### src/rtl/ahbl_apb_bridge.sv
// rtl/ahbl_apb_bridge.sv - AHB-Lite responder to APB requester bridge
//
// Purpose: converts single AHB-Lite transfers into APB SETUP/ACCESS
// sequences, stalling the AHB data phase until the APB completer responds.
// Ports:
//   clk, rst            clock, synchronous active-high reset
//   ahbls_*             AHB-Lite responder (address phase in, data phase out)
//   apbm_*              APB requester (controls/write data out, response in)
module ahbl_apb_bridge #(
  parameter int W_ADDR = 16
) (
  input  logic              clk,
  input  logic              rst,

  output logic              ahbls_hready_resp,
  input  logic              ahbls_hready,
  output logic              ahbls_hresp,
  input  logic [31:0]       ahbls_haddr,
  input  logic              ahbls_hwrite,
  input  logic [1:0]        ahbls_htrans,
  input  logic [2:0]        ahbls_hsize,
  input  logic [31:0]       ahbls_hwdata,
  output logic [31:0]       ahbls_hrdata,

  output logic [W_ADDR-1:0] apbm_paddr,
  output logic              apbm_psel,
  output logic              apbm_penable,
  output logic              apbm_pwrite,
  output logic [3:0]        apbm_pstrb,
  output logic [31:0]       apbm_pwdata,
  input  logic [31:0]       apbm_prdata,
  input  logic              apbm_pready,
  input  logic              apbm_pslverr
);

  typedef enum logic [2:0] {
    S_IDLE,
    S_SETUP,
    S_ACCESS,
    S_DONE,
    S_ERR1,
    S_ERR2
  } state_t;

  state_t            state_q, state_d;
  logic [W_ADDR-1:0] paddr_q, paddr_d;
  logic              pwrite_q, pwrite_d;
  logic [3:0]        pstrb_q, pstrb_d;
  logic [31:0]       hrdata_q, hrdata_d;

  logic              accept;
  logic              illegal;
  logic [3:0]        wstrb;

  // Upper address bits and htrans[0] (SEQ vs NONSEQ) carry no meaning here.
  logic              unused_inputs;
  assign unused_inputs = ^{ahbls_haddr, ahbls_htrans[0]};

  // A new address phase can only be taken while the previous data phase is
  // finishing (DONE/ERR2) or the bridge is idle.
  assign accept  = ahbls_hready && ahbls_htrans[1] &&
                   (state_q == S_IDLE || state_q == S_DONE || state_q == S_ERR2);
  assign illegal = (ahbls_hsize > 3'd2);

  always_comb begin
    wstrb = 4'h0;
    case (ahbls_hsize)
      3'd0:    wstrb = 4'b0001 << ahbls_haddr[1:0];
      3'd1:    wstrb = 4'b0011 << {ahbls_haddr[1], 1'b0};
      3'd2:    wstrb = 4'hf;
      default: wstrb = 4'h0;
    endcase
  end

  // State register and data-path flops
  always_ff @(posedge clk) begin
    if (rst) begin
      state_q  <= S_IDLE;
      paddr_q  <= '0;
      pwrite_q <= 1'b0;
      pstrb_q  <= 4'h0;
      hrdata_q <= 32'h0;
    end else begin
      state_q  <= state_d;
      paddr_q  <= paddr_d;
      pwrite_q <= pwrite_d;
      pstrb_q  <= pstrb_d;
      hrdata_q <= hrdata_d;
    end
  end

  // Next-state and data-path update
  always_comb begin
    state_d  = state_q;
    paddr_d  = paddr_q;
    pwrite_d = pwrite_q;
    pstrb_d  = pstrb_q;
    hrdata_d = hrdata_q;
    case (state_q)
      S_IDLE, S_DONE, S_ERR2: begin
        if (accept) begin
          state_d  = illegal ? S_ERR1 : S_SETUP;
          paddr_d  = ahbls_haddr[W_ADDR-1:0];
          pwrite_d = ahbls_hwrite;
          pstrb_d  = ahbls_hwrite ? wstrb : 4'h0;
        end else begin
          state_d = S_IDLE;
        end
      end
      S_SETUP: state_d = S_ACCESS;
      S_ACCESS: begin
        if (apbm_pready) begin
          state_d = apbm_pslverr ? S_ERR1 : S_DONE;
          if (!pwrite_q) begin
            hrdata_d = apbm_prdata;
          end
        end
      end
      S_ERR1:  state_d = S_ERR2;
      default: state_d = S_IDLE;
    endcase
  end

  // Outputs decoded purely from state
  always_comb begin
    apbm_psel         = 1'b0;
    apbm_penable      = 1'b0;
    ahbls_hready_resp = 1'b1;
    ahbls_hresp       = 1'b0;
    case (state_q)
      S_SETUP: begin
        apbm_psel         = 1'b1;
        ahbls_hready_resp = 1'b0;
      end
      S_ACCESS: begin
        apbm_psel         = 1'b1;
        apbm_penable      = 1'b1;
        ahbls_hready_resp = 1'b0;
      end
      S_ERR1: begin
        ahbls_hresp       = 1'b1;
        ahbls_hready_resp = 1'b0;
      end
      S_ERR2: begin
        ahbls_hresp       = 1'b1;
      end
      default: begin
      end
    endcase
  end

  assign apbm_paddr   = paddr_q;
  assign apbm_pwrite  = pwrite_q;
  assign apbm_pstrb   = pstrb_q;
  // The AHB master holds hwdata for the whole stalled data phase.
  assign apbm_pwdata  = ahbls_hwdata;
  assign ahbls_hrdata = hrdata_q;

endmodule
### config.mk
export PLATFORM = sky130hd
export DESIGN_NAME = ahbl_apb_bridge
export DESIGN_NICKNAME = d
export VERILOG_FILES = /design/src/rtl/ahbl_apb_bridge.sv
export SDC_FILE = /design/constraint.sdc
export NUM_CORES = 1
export LEC_CHECK = 0
export ABC_CLOCK_PERIOD_IN_PS = 2670
export CORE_ASPECT_RATIO = 1.5
export CORE_MARGIN = 1.5
export CORE_UTILIZATION = 37
export DETAILED_ROUTE_END_ITERATION = 10
export PLACE_DENSITY = 0.85
export REMOVE_ABC_BUFFERS = 1
export SLEW_MARGIN = 20
export SYNTH_ARGS = -nofsm -noshare
export SYNTH_HDL_FRONTEND = slang
export SYNTH_SLANG_ARGS = --single-unit
### constraint.sdc
create_clock -name clk -period 2.67 [get_ports clk]
set_input_delay 0.534 -clock clk [delete_from_list [all_inputs] [get_ports clk]]
set_output_delay 0.534 -clock clk [all_outputs]
set_load 0.02 [all_outputs]
==> summary.md <==
• final weighted congestion in routability-driven placement: 0.866
• number of pins exceeding their max-slew limit in the final report: 0
• worst-case vdd ir drop: 0.000302 V
• post-synth design cell area: 2680 sq um
• detailed placement HPWL: 6470 microns
• required time of the critical path: 2.14 ns
• placed instance count: 448
• number of search-and-repair iterations in the first detailed-routing pass: 4
• worst setup path class: reg -> out
• CP Launch Type: register
• area of the multi-input gates: 1180 sq um
• worst slew pin tran: 1.00 ns
• PortBufs: 114
• EDFF count, synth: 0
• data arrival time of the critical path: 1.97 ns
• count of placed standard cells in the final layout, fillers left out: 455
• TritonCTS clock tree: yes
• library cell used as clock root buffer: clkbuf_8
• first-pass GRT wire length: 12,300 microns
• detailed-route via count: 2,415
• total power density per cell area: 498 nW/um^2
• beginning of the worst hold path: ahbls_hrdata[27]
• total track usage: 0.207
• wirelength, routed: 8300 microns
• Maximum Capacitance Violations: 0
• summed negative setup slack over all endpoints: 0 ns
• number of cells on the worst reg-to-reg path: 5
• Num CTS Buffers: 5
• synthesized netlist cell count: 307
• Layout Cell Area excl Fill: 3680 sq um
• post-synthesis register bit count: 56
• violation count after the first detailed-route iteration: 127
• slack of the worst reg-to-reg path: 0.89 ns
• worst reg2reg path endpoint: ahbls_hrdata[17]
• hold path endpoint: ahbls_hrdata[27]
• number of filler cells placed in the layout: 637
• startpoint of the most critical register-to-register path: state_q[1]
• Rel. slew slack: 0.333
• final setup skew: 0.0103 ns
• Final Cycle Share: 0.939
• Inserted Diodes: 0
• highest net fanout along the worst path: 10
• pin count of the biggest net entering global routing: 48
• GR Overflow Total: 0
• drt via density: 5.31
• Reg area: 1120 sq um
• number of gates resized after cts: 0
• relative area change from synthesis to final layout: 37.5%
• net count of the finished layout: 484
• result of the run: completed
• total die area: 7770 sq um
• Cell variety after synth: 35
• total setup buffers inserted after CTS: 0
• clock sink total: 56
• final hold violations: 0
• clock input transition at the sequential cells of the worst setup and hold paths: 0.09 ns
• number of antenna-violating nets in the routed design: 0
• final critical-path required period: 2.51 ns
• placement row count: 37
• async set-reset flop share out of synthesis: 0
• die height: 107 microns
• min-delay worst type: reg -> reg
• yosys synthesis warning count: 0
• clock latency reported for the late side of the worst-skew pair: 0.30 ns
• num ports: 196
• register area share after synthesis: 0.418
• Max Root-Sink Buffers: 2
• routed length per instance: 18.2 microns
• vias in the first global route: 2,257
• Max Freq: 399 MHz
• Core Footprint: 6940 sq um
• count of endpoints failing setup in the final report: 0
• dpl cell area: 3590 sq um
• primary flip-flop cell chosen by synthesis mapping: dfxtp_1
• CTS H-tree depth: 2
• initial standard-cell utilization of the core: 0.386
• RSZ-0062 raised after global routing: no
• cell count of the worst hold path: 2
• LEAKAGE: 1.25 nW
• antenna violations before repair: 0
• total DRC errors in the routed layout: 0
• synthesized area divided by synthesized cell count: 8.73 sq um
• Critical Path End Type: output port
• ratio of cells with drive above 1 in the final layout: 0.0531
• horizontal die dimension: 72.5 microns
• hold buffer count at CTS: 0
## metal layers
metal / GRT usage / routed length (microns) / vias to the layer above
li1: - / - / 1164
met1: 0.195 / 2660 / 1088
met2: 0.338 / 3900 / 154
met3: 0.157 / 1510 / 9
met4: 0.0701 / 231 / 0
met5: 0.0296 / 0 / -
## sequential cells by signal, indices dropped and copies added, names as in the netlist
name and flops:
ahbls_hrdata 32, apbm_paddr 16, apbm_pstrb 4, apbm_pwrite 1
state_q 3
## power by group
group | internal [mW] | switching [mW] | leakage, nW
registers | 0.875 | 0.0290 | 0.454
logic | 0.223 | 0.218 | 0.751
clock network | 0.232 | 0.257 | 0.0503
total | 1.33 | 0.504 | 1.25
## area by class of cell
type,count,share of cell area
clock buffer,7,0.0262
inverter,4,0.00408
timing repair buffer,119,0.319
tap,78,0.0265
sequential,56,0.304
multi-input combinational,191,0.320
## worst max-delay path: stages, from the launching register on
cell and delay, ns:
dfxtp_1 0.49, or3b_2 0.51, inv_2 0.08, clkdlybuf4s50_1 0.61
## layout by cell type, fill, tap and decap left out, types with 2 or more instances in the layout
cell type,netlist,final
mux2i_1,18,18
o211ai_1,2,2
nor2b_1,6,5
inv_1,3,3
clkbuf_8,0,7
buf_4,34,5
o21ai_0,32,32
o221ai_1,2,2
nand2b_1,36,36
a21oi_1,37,37
o31ai_1,3,3
nand3_1,34,34
nand2_1,3,3
clkdlybuf4s50_1,0,113
dfxtp_1,56,56
or3b_2,2,2
## stage by stage
stage	util	hold slack, ns	total power [mW]	setup slack [ns]
3_5_place_dp	0.516	0.466	1.36	0.397
6_report	0.530	0.478	1.83	0.163
5_1_grt	0.530	0.498	1.93	0.0375
4_1_cts	0.530	0.480	1.86	0.156
3_3_place_gp	0.516	0.458	1.35	0.518
2_1_floorplan	-	0.487	1.12	0.661
## cells in the mapped netlist, drive strengths merged (3+ instances only)
cell | instances | share of area
dfxtp | 56 | 0.42
buf | 39 | 0.11
inv | 4 | 0.0056
nand2 | 3 | 0.0042
clkbuf | 17 | 0.025
mux2i | 18 | 0.067
nand2b | 36 | 0.084
a21oi | 37 | 0.069
o31ai | 3 | 0.0084
o21ai | 32 | 0.060
nor2b | 6 | 0.014
nand3 | 34 | 0.064
## cells by family after synthesis
kind of cell | after synthesis | share of synthesized area
buffers and inverters | 60 | 0.142
XOR/XNOR | 1 | 0.00327
AO/OA/AOI/OAI | 83 | 0.173
AND/OR/NAND/NOR | 88 | 0.191
multiplexers | 19 | 0.0715
flip-flops | 56 | 0.418
## worst max path at each step
stage / from / to / slack (ns) / cells past startpoint
detailed placement: apbm_pready / ahbls_hrdata[17] / 0.40 / 4
CTS: state_q[1] / apbm_penable / 0.16 / 3
floorplan: state_q[1] / apbm_penable / 0.66 / 2
global route: state_q[1] / apbm_psel / 0.04 / 3
global placement: state_q[1] / apbm_penable / 0.52 / 3
finish: state_q[1] / apbm_penable / 0.16 / 3
Note: power is estimated with default switching activity, not from simulation.
